[config.mk]
export PLATFORM = sky130hd
export DESIGN_NAME = pc_unit_flat
export DESIGN_NICKNAME = d
export VERILOG_FILES = /design/src/rtl/pc_unit_if.sv /design/src/rtl/pc_unit.sv /design/src/flat_wrapper.sv
export SDC_FILE = /design/constraint.sdc
export NUM_CORES = 1
export LEC_CHECK = 0
export ABC_CLOCK_PERIOD_IN_PS = 6300
export CORE_ASPECT_RATIO = 1.25
export CORE_UTILIZATION = 36
export CTS_BUF_LIST = sky130_fd_sc_hd__clkbuf_4
export DETAILED_ROUTE_END_ITERATION = 6
export HOLD_SLACK_MARGIN = 0.03
export SLEW_MARGIN = 20
export SYNTH_ARGS = -nofsm -noshare
export SYNTH_HDL_FRONTEND = slang
export SYNTH_SLANG_ARGS = --single-unit
[constraint.sdc]
create_clock -name clk -period 6.3 [get_ports clk]
set_clock_uncertainty 0.2 [all_clocks]
set_input_delay 1.26 -clock clk [delete_from_list [all_inputs] [get_ports clk]]
set_output_delay 1.26 -clock clk [all_outputs]
set_load 0.03 [all_outputs]
[src/rtl/pc_unit_if.sv]
// Fetch-control bundle between the pipeline control logic (master) and the
// program-counter unit (slave).
interface pc_unit_if #(
  parameter int WIDTH = 32
);
  logic             stall;
  logic             redirect_valid;
  logic [WIDTH-1:0] redirect_target;
  logic             exc_req;
  logic             eret;
  logic [WIDTH-1:0] pc;
  logic [WIDTH-1:0] pc_plus_inc;
  logic             fetch_valid;
  logic             in_delay_slot;
  logic [WIDTH-1:0] epc;
  logic             epc_bd;
  logic [WIDTH-1:0] badaddr;
  logic             misalign_fault;

  modport master (
    output stall, redirect_valid, redirect_target, exc_req, eret,
    input  pc, pc_plus_inc, fetch_valid, in_delay_slot, epc, epc_bd,
           badaddr, misalign_fault
  );

  modport slave (
    input  stall, redirect_valid, redirect_target, exc_req, eret,
    output pc, pc_plus_inc, fetch_valid, in_delay_slot, epc, epc_bd,
           badaddr, misalign_fault
  );
endinterface

[src/rtl/pc_unit.sv]
// Program-counter unit: sequential fetch, stall, redirect (optionally with one
// delay slot), redirects captured under stall, exception vectoring and ERET.
module pc_unit #(
  parameter int               WIDTH        = 32,
  parameter int               INC          = 4,
  parameter logic [WIDTH-1:0] RESET_VECTOR = '0,
  parameter logic [WIDTH-1:0] EXC_VECTOR   = WIDTH'(32'h8000_0180),
  parameter int               DELAY_SLOT   = 0,
  parameter int               ALIGN_BITS   = 2
) (
  input  logic     clk,
  input  logic     reset,
  pc_unit_if.slave bus
);

  localparam logic [WIDTH-1:0] INC_W      = WIDTH'(INC);
  localparam logic [WIDTH-1:0] ALIGN_MASK = (WIDTH'(1) << ALIGN_BITS) - WIDTH'(1);

  typedef enum logic [1:0] {RUN, PEND, DELAY} state_e;

  state_e           state_q, state_d;
  logic [WIDTH-1:0] pc_q, pc_d;
  logic [WIDTH-1:0] pend_q, pend_d;
  logic [WIDTH-1:0] epc_q, epc_d;
  logic             epc_bd_q, epc_bd_d;
  logic [WIDTH-1:0] badaddr_q, badaddr_d;
  logic             fault_q, fault_d;
  logic             ids_q, ids_d;
  logic             fvalid_q;

  logic [WIDTH-1:0] pc_plus;
  logic             misaligned;
  logic             have_redir;
  logic [WIDTH-1:0] redir_tgt;

  assign pc_plus = pc_q + INC_W;
  // A target arriving while the delay slot is fetched is dropped, so it cannot fault either.
  assign misaligned = bus.redirect_valid && ((bus.redirect_target & ALIGN_MASK) != '0)
                      && (state_q != DELAY);

  always_comb begin
    state_d    = state_q;
    pc_d       = pc_q;
    pend_d     = pend_q;
    epc_d      = epc_q;
    epc_bd_d   = epc_bd_q;
    badaddr_d  = badaddr_q;
    fault_d    = 1'b0;
    ids_d      = ids_q;
    have_redir = 1'b0;
    redir_tgt  = bus.redirect_target;

    if (bus.exc_req) begin
      // In the slot, the restart point is the branch itself so it re-executes.
      epc_d    = (state_q == DELAY) ? pc_q - INC_W : pc_q;
      epc_bd_d = (state_q == DELAY);
      pc_d     = EXC_VECTOR;
      pend_d   = '0;
      state_d  = RUN;
      ids_d    = 1'b0;
    end else if (misaligned) begin
      fault_d   = 1'b1;
      badaddr_d = bus.redirect_target;
      epc_d     = pc_q;
      epc_bd_d  = 1'b0;
      pc_d      = EXC_VECTOR;
      pend_d    = '0;
      state_d   = RUN;
      ids_d     = 1'b0;
    end else if (bus.eret) begin
      pc_d    = epc_q;
      pend_d  = '0;
      state_d = RUN;
      ids_d   = 1'b0;
    end else if (bus.stall) begin
      if (bus.redirect_valid && (state_q != DELAY)) begin
        pend_d  = bus.redirect_target;
        state_d = PEND;
      end
    end else if (state_q == DELAY) begin
      pc_d    = pend_q;
      state_d = RUN;
      ids_d   = 1'b0;
    end else begin
      // A fresh redirect in the release cycle supersedes the captured one.
      have_redir = bus.redirect_valid || (state_q == PEND);
      redir_tgt  = bus.redirect_valid ? bus.redirect_target : pend_q;
      if (have_redir && (DELAY_SLOT != 0)) begin
        pc_d    = pc_plus;
        pend_d  = redir_tgt;
        state_d = DELAY;
        ids_d   = 1'b1;
      end else if (have_redir) begin
        pc_d    = redir_tgt;
        state_d = RUN;
        ids_d   = 1'b0;
      end else begin
        pc_d  = pc_plus;
        ids_d = 1'b0;
      end
    end
  end

  always_ff @(posedge clk) begin
    if (!reset) begin
      state_q   <= RUN;
      pc_q      <= RESET_VECTOR;
      pend_q    <= '0;
      epc_q     <= '0;
      epc_bd_q  <= 1'b0;
      badaddr_q <= '0;
      fault_q   <= 1'b0;
      ids_q     <= 1'b0;
      fvalid_q  <= 1'b0;
    end else begin
      state_q   <= state_d;
      pc_q      <= pc_d;
      pend_q    <= pend_d;
      epc_q     <= epc_d;
      epc_bd_q  <= epc_bd_d;
      badaddr_q <= badaddr_d;
      fault_q   <= fault_d;
      ids_q     <= ids_d;
      fvalid_q  <= 1'b1;
    end
  end

  assign bus.pc             = pc_q;
  assign bus.pc_plus_inc    = pc_plus;
  assign bus.fetch_valid    = fvalid_q;
  assign bus.in_delay_slot  = ids_q;
  assign bus.epc            = epc_q;
  assign bus.epc_bd         = epc_bd_q;
  assign bus.badaddr        = badaddr_q;
  assign bus.misalign_fault = fault_q;

endmodule

[src/flat_wrapper.sv]
// flat-port wrapper written by rule: the top's interface ports become plain ports
module pc_unit_flat 
#(
  parameter int               WIDTH        = 32,
  parameter int               INC          = 4,
  parameter logic [WIDTH-1:0] RESET_VECTOR = '0,
  parameter logic [WIDTH-1:0] EXC_VECTOR   = WIDTH'(32'h8000_0180),
  parameter int               DELAY_SLOT   = 0,
  parameter int               ALIGN_BITS   = 2
)
  (clk, reset, bus_stall, bus_redirect_valid, bus_redirect_target, bus_exc_req, bus_eret, bus_pc, bus_pc_plus_inc, bus_fetch_valid, bus_in_delay_slot, bus_epc, bus_epc_bd, bus_badaddr, bus_misalign_fault);
  pc_unit_if #(.WIDTH(WIDTH)) bus_i ();
  input  logic clk;
  input  logic reset;
  input wire logic [$bits(bus_i.stall)-1:0] bus_stall;
  input wire logic [$bits(bus_i.redirect_valid)-1:0] bus_redirect_valid;
  input wire logic [$bits(bus_i.redirect_target)-1:0] bus_redirect_target;
  input wire logic [$bits(bus_i.exc_req)-1:0] bus_exc_req;
  input wire logic [$bits(bus_i.eret)-1:0] bus_eret;
  output wire logic [$bits(bus_i.pc)-1:0] bus_pc;
  output wire logic [$bits(bus_i.pc_plus_inc)-1:0] bus_pc_plus_inc;
  output wire logic [$bits(bus_i.fetch_valid)-1:0] bus_fetch_valid;
  output wire logic [$bits(bus_i.in_delay_slot)-1:0] bus_in_delay_slot;
  output wire logic [$bits(bus_i.epc)-1:0] bus_epc;
  output wire logic [$bits(bus_i.epc_bd)-1:0] bus_epc_bd;
  output wire logic [$bits(bus_i.badaddr)-1:0] bus_badaddr;
  output wire logic [$bits(bus_i.misalign_fault)-1:0] bus_misalign_fault;
  assign bus_i.stall = bus_stall;
  assign bus_i.redirect_valid = bus_redirect_valid;
  assign bus_i.redirect_target = bus_redirect_target;
  assign bus_i.exc_req = bus_exc_req;
  assign bus_i.eret = bus_eret;
  assign bus_pc = bus_i.pc;
  assign bus_pc_plus_inc = bus_i.pc_plus_inc;
  assign bus_fetch_valid = bus_i.fetch_valid;
  assign bus_in_delay_slot = bus_i.in_delay_slot;
  assign bus_epc = bus_i.epc;
  assign bus_epc_bd = bus_i.epc_bd;
  assign bus_badaddr = bus_i.badaddr;
  assign bus_misalign_fault = bus_i.misalign_fault;
  pc_unit #(.WIDTH(WIDTH), .INC(INC), .RESET_VECTOR(RESET_VECTOR), .EXC_VECTOR(EXC_VECTOR), .DELAY_SLOT(DELAY_SLOT), .ALIGN_BITS(ALIGN_BITS)) u_core (.clk(clk), .reset(reset), .bus(bus_i));
endmodule
==> results.cfg <==
[status]
status = completed

[detailed_routing]
wl_per_cell_um = 17.75
first_iter_violations = 488
postRouteAntennaNets = 0
vias = 6453
viasPerCell = 5.263
wirelength_mm = 21.76
drtPass1Iterations = 4
drc_errors = 0

[setup_path]
endpoint_kind = output pin
cp_max_fo = 12
reg2reg_depth = 5
startpoint_type = flop
crit_arrival_ps = 3200
required_ps = 4840
critPathKind = reg -> out

[floorplan]
core_area_mm2 = 0.01810
start_util_pct = 36.63
rows = 55
die_w_um = 123.4
ios = 170
die_area_mm2 = 0.01897
fp.dieH_um = 153.7

[sta]
fin_crit_sh_pct = 74.00
setup_viol = 0
fmax_mhz = 214.5
slew_violations = 0
rsz0062_at_grt = no
finalSetupTns_ps = 0
maxSlewHeadroom_pct = 42.60
setup_ws_ps = 1638
final.min_clock_period_ps = 4662
max_slew.worst_pin.slew_ps = 859.0
final_hold_viol_count = 0

[logic_synthesis]
yosys_warnings = 0
ys_ff_latch = 131
netlist_area_mm2 = 0.006630
synth_most_common_cell = nand2_1
synth_cells = 864
synth_top_area_share_pct = 39.55
avgSynthCellArea_um2 = 7.674
yosysTopAreaCell = dfxtp_1
synth_edf_count = 0
yosysSeqAreaShare_pct = 39.55
synthTopCellsByCount = 234 x nand2_1, 131 x dfxtp_1, 84 x a21oi_1, 64 x a21boi_0, 46 x clkbuf_1
yosys-top-cells-area = dfxtp_1 40%, nand2_1 13%, a21boi_0 7.2%
synth_flop_cell = dfxtp_1
synthArstFlopShare_pct = 0
synth_cell_types = 61

[clocking]
clkLatencyLatePin_ps = 560
postCtsSetupRepairBufs = 0
hold_buffers = 0
cts_resized = 0
cts.sinks = 131
cts_made_buffers = 17
cts_root_buffer = clkbuf_4
cts_htree_levels = 4
cts_tree = done
path_clk_slew_ps = 110
cts_buffer_depth = 2

[grt]
grt_pass1_wl_mm = 33.78
grt_use_total_pct = 23.37
grt_overflow = 0
grt_pass1_vias = 5877
antenna_found_initial = 1
grt_max_degree = 71

[placed_design]
place_hpwl_mm = 15.01
portBuffers = 167
gp_congestion = 0.8295
post-place-ws_ps = 2075
place_inst = 1193

[layout]
syn2layout_area_growth_pct = 29.76
fin_nets = 1023
stdcell_count = 1226
layout-drive-gt1-share_pct = 6.921

[hold_path]
min_path_type = reg -> reg
hold_path_depth = 2

[power]
finalPower_mw = 1.746
vdd_drop_max_uv = 101.9
powerDensity_mw_per_mm2 = 203.0
power.leakage_nw = 2.902

[run]
cap_viol_max_count = 0
-- state kept, by name (all words and copies together) (netlist names), named ones only --
signal                     cells
u_core.bus.pc                 30
u_core.bus.epc                32
u_core.bus.fetch_valid         1
u_core.bus.misalign_fault      1
u_core.pend_q                 32
u_core.state_q                 1
u_core.bus.badaddr            32
-- final cells by class --
type	count	area, um2
Multi-Input combinational cell	634	3583
Inverter	21	78.83
Fill cell	1866	9495
Sequential cell	131	2623
Tap cell	228	285.3
Timing Repair Buffer	179	1747
Clock inverter	13	141.4
Antenna cell	1	2.502
Clock buffer	19	142.6
-- power breakdown --
| part | total, mW | internal, mW | switching (mW) | leakage, nW |
|---|---|---|---|---|
| registers | 0.871 | 0.848 | 0.0226 | 1.06 |
| clock network | 0.597 | 0.276 | 0.320 | 0.158 |
| logic | 0.279 | 0.105 | 0.174 | 1.68 |
| total | 1.75 | 1.23 | 0.517 | 2.90 |
-- routing by layer --
metal	GRT usage (%)	up-vias	routed length, um
met2	35.83	213	9978
met5	0	-	0
li1	-	3184	-
met4	9.352	0	571
met3	4.562	36	1154
met1	31.85	3020	10050
-- cell usage in the layout (no fill, tap or decap), types with 7 or more instances in the layout --
cell,n
mux2i_1,12
nand4_1,9
nand3_1,10
xor2_1,9
and3_1,8
nor3_1,8
nor3b_1,10
nand2b_1,7
a21oi_1,84
o21ai_0,32
clkbuf_4,19
nand2_1,232
nor2b_1,11
inv_1,21
and4_1,7
dfxtp_1,131
buf_4,12
clkdlybuf4s50_1,164
nor2_1,19
a21boi_0,64
xnor2_1,14
a211oi_1,11
-- worst max-delay path: stages, from the launching register on --
cell             delay, ps
dfxtp_1                570
and4_4                 340
nand4_2                390
or3_4                  520
xnor2_1                140
clkdlybuf4s50_1        680
-- final timing paths --
path	from	endpoint	slack (ps)
max	u_core.bus.pc[8]	bus_pc_plus_inc[30]	1640
min	u_core.pend_q[23]	u_core.pend_q[23]	260
max reg2reg	u_core.bus.pc[8]	u_core.bus.pc[16]	3850
min reg2reg	u_core.pend_q[23]	u_core.pend_q[23]	260
-- cell families (layout without fill, tap and decap cells) --
family	count (synthesis)	after routing	share of synthesized area, %
compound gates	241	241	23.29
xor+xnor	23	23	3.038
fa+ha+maj	1	1	0.1887
buf+inv	100	232	6.643
flops	131	131	39.55
mux	12	12	1.812
other cells	1	3	0.05656
simple gates	355	355	25.42
-- stage by stage --
stage	utilization [%]	instance area, um2	hold WS (ps)
after floorplan	-	6634	231.2
after global placement	45.92	8310	238.8
after detailed placement	45.92	8310	245.2
after CTS	47.49	8594	260.8
after global routing	47.54	8603	280.2
final	47.54	8603	262.0
Note: power is estimated with default switching activity, not from simulation.
